[src/rtl/avalon_fifo_bank_pkg.sv]
// Shared address map and width helpers for the Avalon FIFO bank.
package fifo_bank_pkg;

    localparam int ADDR_CTRL    = 0;
    localparam int ADDR_CH_BASE = 1;

    function automatic int addr_ovf(input int num_ch);
        return num_ch + 1;
    endfunction

    function automatic int ch_width(input int num_ch);
        return (num_ch <= 1) ? 1 : $clog2(num_ch);
    endfunction

    function automatic int lvl_width(input int depth);
        return $clog2(depth) + 1;
    endfunction

endpackage

[src/rtl/avalon_fifo_bank_if.sv]
// Avalon-MM slave port plus the tagged valid/ready drain stream.
interface avalon_fifo_bank_if
    import fifo_bank_pkg::*;
#(
    parameter int NUM_CH = 3,
    parameter int DATA_W = 8,
    parameter int ADDR_W = 3
);
    localparam int CH_W = ch_width(NUM_CH);

    logic              chipselect;
    logic              write;
    logic              read;
    logic [ADDR_W-1:0] address;
    logic [DATA_W-1:0] writedata;
    logic [DATA_W-1:0] readdata;
    logic              out_valid;
    logic              out_ready;
    logic [DATA_W-1:0] out_data;
    logic [CH_W-1:0]   out_ch;

    modport master (
        output chipselect, write, read, address, writedata, out_ready,
        input  readdata, out_valid, out_data, out_ch
    );

    modport slave (
        input  chipselect, write, read, address, writedata, out_ready,
        output readdata, out_valid, out_data, out_ch
    );

endinterface

[src/rtl/avalon_fifo_bank_sync_fifo.sv]
// Single-channel synchronous FIFO; a push while full is dropped here and flagged by the parent.
module sync_fifo #(
    parameter int DATA_W = 8,
    parameter int DEPTH  = 4
) (
    input  logic                   clk,
    input  logic                   reset_n,
    input  logic                   i_push,
    input  logic [DATA_W-1:0]      i_data,
    input  logic                   i_pop,
    output logic [DATA_W-1:0]      o_data,
    output logic [$clog2(DEPTH):0] o_level,
    output logic                   o_full,
    output logic                   o_empty
);
    localparam int PTR_W = $clog2(DEPTH);

    logic [DATA_W-1:0] r_mem [DEPTH];
    logic [PTR_W-1:0]  r_wr_ptr;
    logic [PTR_W-1:0]  r_rd_ptr;
    logic [PTR_W:0]    r_level;
    logic              w_do_push;
    logic              w_do_pop;

    assign o_full    = (r_level == (PTR_W + 1)'(DEPTH));
    assign o_empty   = (r_level == '0);
    assign w_do_push = i_push && !o_full;
    assign w_do_pop  = i_pop && !o_empty;
    assign o_data    = r_mem[r_rd_ptr];
    assign o_level   = r_level;

    // Pointers wrap naturally because DEPTH is a power of two.
    always_ff @(posedge clk or negedge reset_n) begin
        if (!reset_n) begin
            r_wr_ptr <= '0;
            r_rd_ptr <= '0;
            r_level  <= '0;
        end else begin
            if (w_do_push) r_wr_ptr <= r_wr_ptr + 1'b1;
            if (w_do_pop)  r_rd_ptr <= r_rd_ptr + 1'b1;
            case ({w_do_push, w_do_pop})
                2'b10:   r_level <= r_level + 1'b1;
                2'b01:   r_level <= r_level - 1'b1;
                default: r_level <= r_level;
            endcase
        end
    end

    always_ff @(posedge clk) begin
        if (w_do_push) r_mem[r_wr_ptr] <= i_data;
    end

endmodule

[src/rtl/avalon_fifo_bank.sv]
// Bank of NUM_CH FIFOs written over Avalon-MM, drained round-robin into one
// registered, channel-tagged valid/ready stream.
module avalon_fifo_bank
    import fifo_bank_pkg::*;
#(
    parameter int NUM_CH = 3,
    parameter int DATA_W = 8,
    parameter int DEPTH  = 4,
    parameter int ADDR_W = 3
) (
    input logic               clk,
    input logic               reset_n,
    avalon_fifo_bank_if.slave bus
);
    localparam int CH_W  = ch_width(NUM_CH);
    localparam int LVL_W = lvl_width(DEPTH);

    logic                           w_wr_en;
    logic                           w_load;
    logic [NUM_CH-1:0]              w_push;
    logic [NUM_CH-1:0]              w_pop;
    logic [NUM_CH-1:0]              w_full;
    logic [NUM_CH-1:0]              w_empty;
    logic [NUM_CH-1:0]              w_clr;
    logic [NUM_CH-1:0][LVL_W-1:0]   w_level;
    logic [NUM_CH-1:0][DATA_W-1:0]  w_fifo_data;
    logic                           w_found;
    logic [CH_W-1:0]                w_gnt;
    logic [DATA_W-1:0]              w_gnt_data;
    logic [DATA_W-1:0]              w_rd_val;
    int                             w_dist;
    int                             w_best;

    logic [NUM_CH-1:0]              r_ovf;
    logic [CH_W-1:0]                r_last;
    logic                           r_out_valid;
    logic [DATA_W-1:0]              r_out_data;
    logic [CH_W-1:0]                r_out_ch;
    logic [DATA_W-1:0]              r_readdata;

    assign w_wr_en = bus.chipselect && bus.write;
    assign w_load  = !r_out_valid || bus.out_ready;
    assign w_clr   = (w_wr_en && bus.address == ADDR_W'(ADDR_CTRL))
                   ? bus.writedata[NUM_CH-1:0] : '0;

    for (genvar c = 0; c < NUM_CH; c++) begin : g_ch
        assign w_push[c] = w_wr_en && (bus.address == ADDR_W'(ADDR_CH_BASE + c));
        assign w_pop[c]  = w_load && w_found && (w_gnt == CH_W'(c));

        sync_fifo #(
            .DATA_W (DATA_W),
            .DEPTH  (DEPTH)
        ) u_fifo (
            .clk     (clk),
            .reset_n (reset_n),
            .i_push  (w_push[c]),
            .i_data  (bus.writedata),
            .i_pop   (w_pop[c]),
            .o_data  (w_fifo_data[c]),
            .o_level (w_level[c]),
            .o_full  (w_full[c]),
            .o_empty (w_empty[c])
        );
    end

    // Round-robin: the non-empty channel closest after r_last wins.
    always_comb begin
        w_found    = 1'b0;
        w_gnt      = '0;
        w_gnt_data = '0;
        w_best     = NUM_CH;
        w_dist     = 0;
        for (int c = 0; c < NUM_CH; c++) begin
            w_dist = (c + NUM_CH - 1 - int'(r_last)) % NUM_CH;
            if (!w_empty[c] && w_dist < w_best) begin
                w_best     = w_dist;
                w_found    = 1'b1;
                w_gnt      = CH_W'(c);
                w_gnt_data = w_fifo_data[c];
            end
        end
    end

    always_comb begin
        w_rd_val = '0;
        if (bus.address == ADDR_W'(ADDR_CTRL)) begin
            w_rd_val[NUM_CH-1:0] = ~w_empty;
        end else if (bus.address == ADDR_W'(addr_ovf(NUM_CH))) begin
            w_rd_val[NUM_CH-1:0] = r_ovf;
        end
        for (int c = 0; c < NUM_CH; c++) begin
            if (bus.address == ADDR_W'(ADDR_CH_BASE + c)) w_rd_val[LVL_W-1:0] = w_level[c];
        end
    end

    always_ff @(posedge clk or negedge reset_n) begin
        if (!reset_n) begin
            r_ovf       <= '0;
            r_last      <= CH_W'(NUM_CH - 1);
            r_out_valid <= 1'b0;
            r_out_data  <= '0;
            r_out_ch    <= '0;
            r_readdata  <= '0;
        end else begin
            if (bus.chipselect && bus.read) r_readdata <= w_rd_val;
            // A new overflow outranks a clear on the same edge.
            r_ovf <= (r_ovf & ~w_clr) | (w_push & w_full);
            if (w_load) begin
                r_out_valid <= w_found;
                if (w_found) begin
                    r_out_data <= w_gnt_data;
                    r_out_ch   <= w_gnt;
                    r_last     <= w_gnt;
                end
            end
        end
    end

    assign bus.readdata  = r_readdata;
    assign bus.out_valid = r_out_valid;
    assign bus.out_data  = r_out_data;
    assign bus.out_ch    = r_out_ch;

endmodule

[src/flat_wrapper.sv]
// flat-port wrapper written by rule: the top's interface ports become plain ports
module avalon_fifo_bank_flat import fifo_bank_pkg::*;
#(
    parameter int NUM_CH = 3,
    parameter int DATA_W = 8,
    parameter int DEPTH  = 4,
    parameter int ADDR_W = 3
)
  (clk, reset_n, bus_chipselect, bus_write, bus_read, bus_address, bus_writedata, bus_out_ready, bus_readdata, bus_out_valid, bus_out_data, bus_out_ch);
  avalon_fifo_bank_if #(.NUM_CH(NUM_CH), .DATA_W(DATA_W), .ADDR_W(ADDR_W)) bus_i ();
  input logic clk;
  input logic reset_n;
  input wire logic [$bits(bus_i.chipselect)-1:0] bus_chipselect;
  input wire logic [$bits(bus_i.write)-1:0] bus_write;
  input wire logic [$bits(bus_i.read)-1:0] bus_read;
  input wire logic [$bits(bus_i.address)-1:0] bus_address;
  input wire logic [$bits(bus_i.writedata)-1:0] bus_writedata;
  input wire logic [$bits(bus_i.out_ready)-1:0] bus_out_ready;
  output wire logic [$bits(bus_i.readdata)-1:0] bus_readdata;
  output wire logic [$bits(bus_i.out_valid)-1:0] bus_out_valid;
  output wire logic [$bits(bus_i.out_data)-1:0] bus_out_data;
  output wire logic [$bits(bus_i.out_ch)-1:0] bus_out_ch;
  assign bus_i.chipselect = bus_chipselect;
  assign bus_i.write = bus_write;
  assign bus_i.read = bus_read;
  assign bus_i.address = bus_address;
  assign bus_i.writedata = bus_writedata;
  assign bus_i.out_ready = bus_out_ready;
  assign bus_readdata = bus_i.readdata;
  assign bus_out_valid = bus_i.out_valid;
  assign bus_out_data = bus_i.out_data;
  assign bus_out_ch = bus_i.out_ch;
  avalon_fifo_bank #(.NUM_CH(NUM_CH), .DATA_W(DATA_W), .DEPTH(DEPTH), .ADDR_W(ADDR_W)) u_core (.clk(clk), .reset_n(reset_n), .bus(bus_i));
endmodule
[config.mk]
export PLATFORM = sky130hd
export DESIGN_NAME = avalon_fifo_bank_flat
export DESIGN_NICKNAME = d
export VERILOG_FILES = /design/src/rtl/avalon_fifo_bank_pkg.sv /design/src/rtl/avalon_fifo_bank_if.sv /design/src/rtl/avalon_fifo_bank_sync_fifo.sv /design/src/rtl/avalon_fifo_bank.sv /design/src/flat_wrapper.sv
export SDC_FILE = /design/constraint.sdc
export NUM_CORES = 1
export LEC_CHECK = 0
export ABC_AREA = 1
export BUFFER_PORTS_ARGS = -buffer_cell sky130_fd_sc_hd__clkbuf_2
export CAP_MARGIN = 10
export CORE_UTILIZATION = 25
export CTS_CLUSTER_SIZE = 30
export DETAILED_ROUTE_END_ITERATION = 10
export PLACE_DENSITY = 0.45
export REMOVE_ABC_BUFFERS = 1
export SETUP_SLACK_MARGIN = 0.5
export SYNTH_ARGS = -nofsm -noshare
export SYNTH_HDL_FRONTEND = slang
export SYNTH_SLANG_ARGS = --single-unit
[constraint.sdc]
create_clock -name clk -period 21.8 [get_ports clk]
set_input_delay 2.18 -clock clk [delete_from_list [all_inputs] [get_ports clk]]
set_output_delay 2.18 -clock clk [all_outputs]
set_load 0.02 [all_outputs]
# == Word-level counts from Yosys, hierarchy flattened ==
# Memory sizes are Yosys's and may differ from the RTL's.
# Cells that the tools add are included.
# word_totals
output_inout_bits,19
wordCells,120
ff_bits,40
n_memories,3
mem_bits_rw,96
inputBits,17
# classes
n_bitwise,5
add_sub_neg,15
reduce_logical,36
muxes,25
order_cmp,3
n_div,3
n_eq_ne,15
# memory_table
memory,depth,word_bits,rd,rd_clocked_by_memory_dff,wr,line_no,rtl
u_core.g_ch[0].u_fifo.r_mem,4,8,1,0,1,avalon_fifo_bank_sync_fifo.sv:18,logic [DATA_W-1:0] r_mem [DEPTH];
u_core.g_ch[1].u_fifo.r_mem,4,8,1,0,1,avalon_fifo_bank_sync_fifo.sv:18,
u_core.g_ch[2].u_fifo.r_mem,4,8,1,0,1,avalon_fifo_bank_sync_fifo.sv:18,
# op_table
operator,count
"32-bit by 3-bit remainder unit with 32-bit output, second input constant",3
32-bit less-than comparator,2
32-bit two-way mux,2
"32-bit by 3-bit less-than comparator with 1-bit output, second input constant",1
8-bit two-way mux,3
1-bit logical AND,19
3-bit two-way mux,6
3-bit one-hot mux with 2 select lines,3
"2-bit by 1-bit adder with 2-bit output, second input constant",6
"3-bit == test, second input constant",4
3-bit logical NOT,4
1-bit two-way mux,10
"3-bit by 1-bit adder with 3-bit output, second input constant",3
"3-bit by 1-bit subtractor with 3-bit output, second input constant",3
"2-bit by 1-bit == test with 1-bit output, second input constant",4
"2-bit == test, second input constant",4
1-bit logical NOT,7
3-bit bitwise AND,2
"3-bit by 2-bit == test with 1-bit output, second input constant",2
3-bit NOT,2
2-bit nonzero test,3
"2-bit by 2-bit subtractor with 3-bit output, first input constant",2
"3-bit by 2-bit subtractor with 4-bit output, first input constant",1
"3-bit by 1-bit == test with 1-bit output, second input constant",1
other kinds (5),5

# == Longest topological paths before layout ==
# Gate-level depths: netlist (run 1).
# logic_depth
ltp_word,16
mapped_depth,103
ltp_nobuf,99

# == Hierarchy ==
# From an unflattened synthesis (run 1), not the netlist that was laid out.
# unflattened
hier_cells,1076
hier_area_um2,8750.9
# modules_own_cells
mod,area_per_inst_um2,cells_per_inst,n_inst,seq_area_each_um2
avalon_fifo_bank,3515.9,614,1,451.7
sync_fifo (u_core.g_ch[0].u_fifo ...),1741.7,154,2,1136.1
sync_fifo (u_core.g_ch[1].u_fifo),1751.7,154,1,1136.1

# == Worst setup path after synthesis (run 1) ==
# Ideal clock, no wire load.
# synth_timing
path_type,register -> register
start,reg u_core.bus.out_ch[0] (netlist name)
end,reg u_core.g_ch[0].u_fifo.r_level[2]
t_required_ps,21676
synth_period_minus_slack_ps,9885
arrival_time_ps,9761
path_slack_ps,11915
path_stages_with_launch,94
setup_time_ps,124
n_path_buf,4
cell_sequence,dfrtp_1 > inv_1 > ha_1 > nand2_2 > clkinv_2 > buf_2 > nand2_1 > ha_1 > buf_4 > inv_2 > nand2_2 > o21ai_2 > nand2_1 > nand2_1 > nand3_1 > nand2_1 > nand2_1 > nand3_2 > [... 58 more ...] > nand2_1 > ha_1 > a21oi_1 > nand2_1 > a211oi_1 > nand2_1 > nand2_1 > nand3_1 > nand3_2 > buf_6 > nand4_2 > inv_1 > ha_1 > inv_1 > fa_1 > a21oi_1 > o21ai_0 > xnor2_1
# synth_rtl
element,line_no,rtl
end signal: assignment,avalon_fifo_bank_sync_fifo.sv:42,2'b10: r_level <= r_level + 1'b1;
end signal: assignment,avalon_fifo_bank_sync_fifo.sv:43,2'b01: r_level <= r_level - 1'b1;
end signal: assignment,avalon_fifo_bank_sync_fifo.sv:44,default: r_level <= r_level;
end: declaration,avalon_fifo_bank_sync_fifo.sv:21,logic [PTR_W:0] r_level;

==> run_results.csv, run 1 <==
group,metric,value,unit
clocking,clock_latency,0.42,ns
clocking,clockBufferDepth,2,
clocking,ctsHoldBuffers,0,
sta,finalCriticalPeriod,11.91,ns
clocking,cts_tree,"yes",
place,dp_cells,1355,
cells_and_area,drive_gt1_share,13.9,%
global_route,grt_overflow_total,0,
cells_and_area,n_fill_cell,3382,
logic_synthesis,seq_area_frac_synth,47.6,%
global_route,grt_pass1_wl,33.4,mm
sta,min_period_over_period,54.6,%
clocking,cts_made_buffers,17,
route,ant_nets,0,
clocking,clk_pin_slew,0.06,ns
floorplan,start_util,25.6,%
global_route,grt_pass1_vias,6152,
logic_synthesis,syn_area,0.00812,mm2
clocking,cts_sinks,135,
floorplan,die_x,182,um
setup_path,reg2reg_to,"u_core.g_ch[2].u_fifo.o_level[2]",
cells_and_area,antenna_cells,0,
route,drt_pass1_iterations,5,
logic_synthesis,ys_ff_latch,135,
setup_path,crit_end,"u_core.g_ch[2].u_fifo.o_level[2]",
setup_path,critical_path_peak_fanout,16,
flow_run,maxCapViolations,0,
floorplan,io_pins,36,
setup_path,cp-startpoint,"u_core.bus.out_ch[0]",
sta,final-max-slew-violation-count,0,
sta,setup_violations,0,
setup_path,slowest_stage,"dfrtp_1",
logic_synthesis,avgSynthCellArea,8.57,um2
logic_synthesis,synth_cell_type_count,55,
setup_path,slowest_delay,0.47,ns
route,wl_per_cell,14.8,um
cells_and_area,seq_area,0.00386,mm2
cells_and_area,nets,1025,
setup_path,r2r_start,"u_core.bus.out_ch[0]",
logic_synthesis,synth_flop_cell,"edfxtp_1",
global_route,grt_max_degree,40,
cells_and_area,final_cells,1387,
setup_path,cp_data_arrival_time,12.20,ns
setup_path,rrSetupSlack,9.89,ns
sta,clock.fmax,84.0,MHz
global_route,antenna_found_initial,0,
clocking,cts_root_buffer,"clkbuf_16",
place,dp_hpwl,14.8,mm
setup_path,crit_required,22.09,ns
clocking,post_cts_buffers,0,
floorplan,core-area,0.0317,mm2
setup_path,worstSetupPathType,"register to register",
route,via_per_inst,4.55,
place,port_buffers,30,
floorplan,rows,65,
setup_path,crit_top_cell,"nand2_1",
sta,slew_headroom,42.0,%
logic_synthesis,ys_async_sr_fraction,28.9,%
setup_path,cp-start-kind,"register",
logic_synthesis,ys_warn_count,0,
cells_and_area,multi_input_area,0.00371,mm2
sta,skew,0.00917,ns
sta,tightest_slew,0.867,ns
setup_path,worstRegToRegCells,88,
route,drc,0,
global_route,globalRouteTotalUtil,12.9,%
min_path,hp-class,"register to register",
run_status,outcome,"finished, final reports clean",
floorplan,die_y,182,um
route,dr.first_iter.drc_count,371,
logic_synthesis,synth_cells,947,
logic_synthesis,synth_edf_count,96,
setup_path,cp-end-kind,"register",
route,vias,6314,
floorplan,dieArea,0.0332,mm2
place,gp_congestion,0.838,
clocking,cts_resized,0,
sta,fin_tns_setup,0,ns
clocking,htreeDepth,4,
route,wirelength,20.5,mm
sta,hold_viol,0,
sta,rsz0062_at_grt,"false",
cells_and_area,area_growth,13.4,%
## metal layers
layer	track usage (%)	vias up	part of all wire, %	routed length (um)
met5	0	-	0	0
met4	3.87	0	1.5	299
met3	1.82	19	2.8	576
met2	21.4	112	47	9680
met1	17.5	2928	49	9990
li1	-	3255	-	-
## cell usage in the layout (no fill, tap or decap), types with 3 or more instances in the layout
cell type / count
buf_4: 3
clkbuf_16: 19
nand4_1: 21
clkbuf_2: 30
inv_2: 14
nor3_1: 5
edfxtp_1: 96
clkinv_2: 4
nand2_1: 232
nand4_2: 5
clkbuf_1: 5
dfrtp_1: 38
conb_1: 5
o21ai_1: 7
o21ai_2: 4
o211ai_1: 4
fa_1: 3
a221oi_1: 3
nor2_1: 95
o21ai_0: 64
nor2_2: 4
xor2_1: 8
nand3_1: 78
o22ai_1: 23
nand2_2: 25
nand3_2: 12
a21oi_1: 22
ha_1: 33
inv_1: 84
xnor2_1: 6
## cell usage after synthesis (3+ instances only)
cell type / instances / area [um2]
a21oi_1: 22 / 110
a221oi_1: 3 / 26.3
buf_2: 7 / 35.0
buf_4: 7 / 52.6
clkbuf_1: 13 / 48.8
dfrtp_1: 38 / 951
edfxtp_1: 96 / 2880
fa_1: 3 / 60.1
ha_1: 33 / 413
inv_1: 84 / 315
inv_2: 14 / 52.6
nand2_1: 232 / 871
nand2_2: 25 / 156
nand3_1: 78 / 390
nand3_2: 12 / 120
nand4_1: 21 / 131
nand4_2: 5 / 62.6
nor2_1: 95 / 357
nor2_2: 4 / 25.0
nor3_1: 5 / 25.0
o211ai_1: 4 / 30.0
o21ai_0: 64 / 320
o21ai_1: 7 / 35.0
o21ai_2: 4 / 35.0
o22ai_1: 23 / 144
xnor2_1: 6 / 52.6
xor2_1: 8 / 70.1
## how the worst min path moves through the flow
stage / start / end / slack, ns / cells past startpoint
4_1_cts: u_core.bus.out_data[0] / u_core.bus.out_data[0] / 0.49 / 2
2_1_floorplan: u_core.r_ovf[2] / u_core.r_ovf[2] / 0.45 / 2
3_3_place_gp: u_core.bus.out_data[0] / u_core.bus.out_data[0] / 0.47 / 2
6_report: u_core.bus.out_data[0] / u_core.bus.out_data[0] / 0.48 / 2
3_5_place_dp: u_core.bus.out_data[6] / u_core.bus.out_data[6] / 0.47 / 2
5_1_grt: u_core.r_ovf[0] / u_core.r_ovf[0] / 0.50 / 2
## registers in the layout (all words and copies together), names as in the netlist
name	count
u_core.g_ch.u_fifo.r_mem	96
u_core.r_last	1
u_core.g_ch.u_fifo.r_wr_ptr	6
u_core.g_ch.u_fifo.r_rd_ptr	6
u_core.bus.out_valid	1
u_core.bus.out_ch	2
u_core.bus.out_data	8
u_core.g_ch.u_fifo.o_level	9
u_core.r_ovf	3
u_core.bus.readdata	3
## area by class of cell
type	count	area share (%)
Multi-Input combinational cell	683	40.4
Inverter	102	4.23
Tap cell	402	5.47
Clock buffer	26	5.67
Timing Repair Buffer	33	1.88
Sequential cell	135	41.9
Clock inverter	6	0.435
## through the flow
step / setup slack (ns) / util [%] / cell area [um2] / hold slack, ns
floorplan: 11.62 / - / 7960 / 0.447
global placement: 10.08 / 27.2 / 8640 / 0.466
detailed placement: 9.94 / 27.2 / 8640 / 0.469
CTS: 9.88 / 29.0 / 9200 / 0.486
global route: 8.45 / 29.0 / 9200 / 0.499
finish: 9.89 / 29.0 / 9200 / 0.480
## critical path, delay by kind of cell, from the launching register on
| kind | cells | cell delay [ns] |
|---|---|---|
| and+or+nand+nor | 62 | 6.69 |
| AOI/OAI and AO/OA | 12 | 1.75 |
| adders and majority gates | 5 | 1.59 |
| buffers and inverters | 8 | 1.07 |
| DFF | 1 | 0.47 |
| xor gates and xnor gates | 1 | 0.15 |
## kinds of logic (layout without fill, tap and decap cells)
logic type,count (synthesis),in the layout,share of synthesized area [%]
compound gates,140,140,10.2
xor+xnor,15,15,1.71
fa+ha+maj,36,36,5.83
buf+inv,133,167,6.85
flops,135,135,47.6
other cells,1,5,0.0462
simple gates,487,487,27.8
Power of run 1 is left out: the tool's default activity adds up to more than one toggle a clock period on the data nets, which glitch-free logic cannot reach.
==> run 2: changes to the inputs <==
==> constraint.sdc (replaced) <==
create_clock -name clk -period 11.4 [get_ports clk]
set_input_delay 1.14 -clock clk [delete_from_list [all_inputs] [get_ports clk]]
set_output_delay 1.14 -clock clk [all_outputs]
set_load 0.02 [all_outputs]
==> run 2 against run 1 <==
  * Global-route usage about the same
  * Flip-flop and latch count unchanged
  * Highest routed layer unchanged
  * Maximum frequency up 21%
  * Via count grew 2.5%
  * Final cell count grew 1.6%
==> run_results.csv, run 2 (synthesis gave the netlist of run 1 again) <==
group,metric,value,unit
setup_path,r2r_start,"u_core.r_last[1]",
global_route,grt_max_degree,40,
clocking,clock_latency,0.42,ns
run_status,outcome,"finished, final reports clean",
floorplan,rows,65,
place,port_buffers,30,
setup_path,crit_required,11.70,ns
cells_and_area,drive_gt1_share,17.7,%
sta,skew,0.00913,ns
floorplan,dieArea,0.0332,mm2
floorplan,io_pins,36,
floorplan,core-area,0.0317,mm2
setup_path,critical_path_peak_fanout,8,
clocking,cts_tree,"yes",
route,dr.first_iter.drc_count,338,
clocking,clockBufferDepth,2,
sta,fin_tns_setup,0,ns
clocking,cts_sinks,135,
global_route,grt_overflow_total,0,
clocking,htreeDepth,4,
cells_and_area,n_fill_cell,3373,
global_route,grt_pass1_wl,33.0,mm
global_route,antenna_found_initial,0,
route,drc,0,
clocking,clk_pin_slew,0.06,ns
cells_and_area,antenna_cells,0,
global_route,grt_pass1_vias,6115,
sta,tightest_slew,0.867,ns
clocking,cts_root_buffer,"clkbuf_16",
sta,setup_violations,0,
clocking,cts_made_buffers,17,
setup_path,worstSetupPathType,"register to register",
cells_and_area,final_cells,1409,
cells_and_area,final_cell_mix,"nand2_1 (227), edfxtp_1 (96), nor2_1 (95)",
global_route,globalRouteTotalUtil,12.9,%
cells_and_area,multi_input_area,0.00387,mm2
setup_path,cp_data_arrival_time,10.10,ns
cells_and_area,final_common_cell,"nand2_1",
route,drt_pass1_iterations,5,
sta,slew_headroom,42.0,%
flow_run,maxCapViolations,0,
route,wl_per_cell,14.7,um
route,ant_nets,0,
setup_path,slowest_delay,0.65,ns
sta,min_period_over_period,86.0,%
route,via_per_inst,4.59,
sta,finalCriticalPeriod,9.80,ns
cells_and_area,largest-register,"u_core.g_ch.u_fifo.r_mem",
floorplan,die_y,182,um
sta,hold_viol,0,
place,dp_cells,1362,
sta,rsz0062_at_grt,"true",
setup_path,cp-start-kind,"register",
setup_path,cp-startpoint,"u_core.r_last[1]",
floorplan,die_x,182,um
cells_and_area,largest_reg_flops,96,
min_path,min_from,"u_core.bus.out_data[6]",
cells_and_area,seq_area,0.00386,mm2
clocking,ctsHoldBuffers,0,
sta,final-max-slew-violation-count,0,
cells_and_area,area_growth,18.1,%
route,wirelength,20.8,mm
floorplan,start_util,25.6,%
sta,clock.fmax,102,MHz
setup_path,cp-end-kind,"register",
place,gp_congestion,0.808,
route,vias,6472,
cells_and_area,nets,1047,
min_path,hp-class,"register to register",
setup_path,slowest_stage,"dfstp_2",
place,dp_hpwl,14.9,mm
setup_path,crit_top_cell,"nand2_1",
run 2: final cells by class:
| cell class | count | area share, % |
|---|---|---|
| clock inverter | 12 | 1.76 |
| clock buffer | 20 | 4.66 |
| multi-input combinational | 683 | 40.4 |
| tap | 402 | 5.25 |
| sequential | 135 | 40.3 |
| inverter | 102 | 4.14 |
| timing repair buffer | 55 | 3.53 |
run 2: per-layer routing:
layer	part of all wire (%)	wire length [um]	track usage [%]	up-vias
met4	1.2	239	3.83	0
met3	2.0	421	2.04	17
met5	0	0	0	-
met1	49	10100	17.3	3083
met2	48	10000	21.3	86
li1	-	-	-	3286
run 2: final timing paths:
path                                               endpoint  slack (ns)  cells past startpoint
max                        u_core.g_ch[2].u_fifo.o_level[2]        1.60                     82
min                                  u_core.bus.out_data[6]        0.48                      2
max reg2reg                u_core.g_ch[2].u_fifo.o_level[2]        1.60                     82
min reg2reg                          u_core.bus.out_data[6]        0.48                      2
max in group asynchronous              u_core.bus.out_ch[0]       10.16                      2
min in group asynchronous            u_core.bus.out_data[7]        0.80                      2
run 2: timing repair:
action                                  4_1_cts  5_1_grt
endpoints found under the setup margin        0       27
buffers inserted                              0       15
gates resized for setup                       0       33
run 2: per-stage QoR:
step	hold WS [ns]	setup WS (ns)	area (um2)	util (%)
global placement	0.468	0.769	8690	27.4
finish	0.481	1.60	9580	30.2
global route	0.502	0.449	9580	30.2
CTS	0.490	0.677	9310	29.3
detailed placement	0.471	0.709	8690	27.4
floorplan	0.447	1.22	7960	-
run 2: worst max-delay path, delay by kind of cell, from the launching register on:
family / cells / cell delay, ns
fa+ha+maj: 5 / 1.24
xor+xnor: 1 / 0.15
simple gates: 56 / 5.23
compound gates: 12 / 1.78
flops: 1 / 0.65
buf+inv: 8 / 0.58
Power of run 2 is left out for the same reason.
==> run 3: changes to the inputs <==
--- a/config.mk
+++ b/config.mk
@@ -7,10 +7,12 @@
 export LEC_CHECK = 0
 export ABC_AREA = 1
 export BUFFER_PORTS_ARGS = -buffer_cell sky130_fd_sc_hd__clkbuf_2
-export CAP_MARGIN = 10
+export CAP_MARGIN = 20
+export CORE_ASPECT_RATIO = 1.5
 export CORE_UTILIZATION = 25
 export CTS_CLUSTER_SIZE = 30
 export DETAILED_ROUTE_END_ITERATION = 10
+export GPL_TIMING_DRIVEN = 0
 export PLACE_DENSITY = 0.45
 export REMOVE_ABC_BUFFERS = 1
 export SETUP_SLACK_MARGIN = 0.5
==> run 3 against run 2 <==
  * Final cell count is 2.1% higher
  * Clock skew is 0.0020 ns higher
  * Worst hold slack worse by 0.0032 ns
  * Global-route usage is 0.66 points higher
  * Critical path depth is 3 higher
==> run_results.csv, run 3 (synthesis gave the netlist of run 1 again) <==
group,metric,value,unit
clocking,htreeDepth,4,
setup_path,cp_data_arrival_time,10.39,ns
route,dr.first_iter.drc_count,297,
setup_path,critical_path_peak_fanout,13,
sta,tightest_slew,0.981,ns
min_path,holdPathStages,2,
setup_path,cp_top_family,"simple AND/OR/NAND/NOR gates",
cells_and_area,final_common_cell,"nand2_1",
clocking,cts_tree,"yes",
flow_run,maxCapViolations,0,
sta,final-max-slew-violation-count,0,
setup_path,cp-start-kind,"register",
clocking,cts_sinks,135,
sta,hold_viol,0,
min_path,hp-class,"register to register",
min_path,hold_end,"u_core.bus.out_ch[1]",
place,dp_hpwl,15.7,mm
setup_path,crit_buf_inv,7,
sta,clock.fmax,99.2,MHz
cells_and_area,multi_input_area,0.00410,mm2
route,via_per_inst,4.60,
clocking,clk_pin_slew,0.06,ns
sta,slew_headroom,34.3,%
clocking,clockBufferDepth,2,
route,ant_nets,0,
global_route,grt_max_degree,25,
setup_path,worstSetupPathDepth,85,
global_route,globalRouteTotalUtil,13.6,%
setup_path,reg2reg_to,"u_core.g_ch[2].u_fifo.o_level[2]",
floorplan,start_util,25.5,%
setup_path,crit_top_cell,"nand2_1",
route,drt_pass1_iterations,4,
route,vias,6617,
setup_path,rrSetupSlack,1.32,ns
floorplan,core-area,0.0318,mm2
sta,rsz0062_at_grt,"true",
cells_and_area,drive_gt1_share,22.9,%
cells_and_area,area_growth,23.1,%
route,drc,0,
cells_and_area,nets,1069,
clocking,clock_latency,0.43,ns
setup_path,r2r_start,"u_core.r_last[1]",
cells_and_area,antenna_cells,0,
run_status,outcome,"finished, final reports clean",
min_path,min_from,"u_core.bus.out_ch[1]",
floorplan,rows,80,
sta,fin_tns_setup,0,ns
cells_and_area,largest-register,"u_core.g_ch.u_fifo.r_mem",
place,gp_congestion,0.775,
cells_and_area,seq_area,0.00386,mm2
floorplan,die_x,149,um
floorplan,die_y,223,um
clocking,cts_made_buffers,17,
setup_path,worstRegToRegCells,85,
floorplan,dieArea,0.0332,mm2
route,wl_per_cell,15.1,um
sta,finalCriticalPeriod,10.08,ns
cells_and_area,largest_reg_flops,96,
floorplan,io_pins,36,
global_route,grt_pass1_vias,6425,
setup_path,slowest_delay,0.60,ns
sta,min_period_over_period,88.4,%
setup_path,cp-end-kind,"register",
clocking,cts_root_buffer,"clkbuf_16",
place,port_buffers,30,
setup_path,worstSetupPathType,"register to register",
sta,skew,0.0111,ns
sta,setup_violations,0,
cells_and_area,n_fill_cell,3410,
setup_path,crit_required,11.71,ns
global_route,antenna_found_initial,0,
cells_and_area,final_cell_mix,"nand2_1 (210), edfxtp_1 (96), nor2_1 (94)",
global_route,grt_overflow_total,0,
global_route,grt_pass1_wl,34.2,mm
setup_path,slowest_stage,"dfstp_2",
route,wirelength,21.8,mm
-- run 3: worst min-delay path: stages, from the launching register on --
cell and delay, ns:
dfrtp_1 0.35, nand2_1 0.05, nand2_1 0.04
-- run 3: per-layer routing --
| layer | track usage (%) | wire length, um | vias to the layer above |
|---|---|---|---|
| met3 | 1.66 | 286 | 33 |
| met2 | 26.5 | 12400 | 74 |
| met4 | 6.29 | 609 | 0 |
| li1 | - | - | 3342 |
| met1 | 13.9 | 8500 | 3168 |
| met5 | 0 | 0 | - |
-- run 3: stage by stage --
stage	util (%)	hold WS, ns	setup WS (ns)	instance area (um2)	std cells
2_1_floorplan	-	0.447	1.22	7960	920
3_3_place_gp	27.1	0.466	-1.13	8630	1360
3_5_place_dp	27.2	0.466	-1.19	8650	1361
4_1_cts	29.4	0.482	0.508	9360	1396
5_1_grt	31.4	0.492	0.398	9990	1439
6_report	31.4	0.478	1.32	9990	1439
-- run 3: area by class of cell --
cell class                 instances  share of cell area, %
tap                              410                   5.14
clock inverter                    13                   1.19
sequential                       135                   38.7
timing repair buffer              76                   5.09
multi-input combinational        684                   41.1
clock buffer                      19                   4.55
inverter                         102                   4.28
-- run 3: worst max-delay path by stage --
stage | startpoint | end | slack (ns)
6_report | u_core.r_last[1] | u_core.g_ch[2].u_fifo.o_level[2] | 1.32
5_1_grt | u_core.r_last[1] | u_core.g_ch[1].u_fifo.o_level[2] | 0.40
4_1_cts | u_core.r_last[1] | u_core.g_ch[0].u_fifo.o_level[2] | 0.51
3_5_place_dp | u_core.bus.out_ch[0] | u_core.g_ch[2].u_fifo.o_level[2] | -1.19
3_3_place_gp | u_core.bus.out_ch[0] | u_core.g_ch[2].u_fifo.o_level[2] | -1.13
2_1_floorplan | u_core.bus.out_ch[0] | u_core.g_ch[2].u_fifo.o_level[2] | 1.22
-- run 3: what timing repair did --
action,in CTS,in global routing
resized for setup,22,71
setup buffers,3,42
endpoints found under the setup margin,27,27
pin swaps,1,37
endpoints found under the hold margin,0,0
gates cloned,0,1
hold buffers,0,0
Power of run 3 is left out for the same reason.
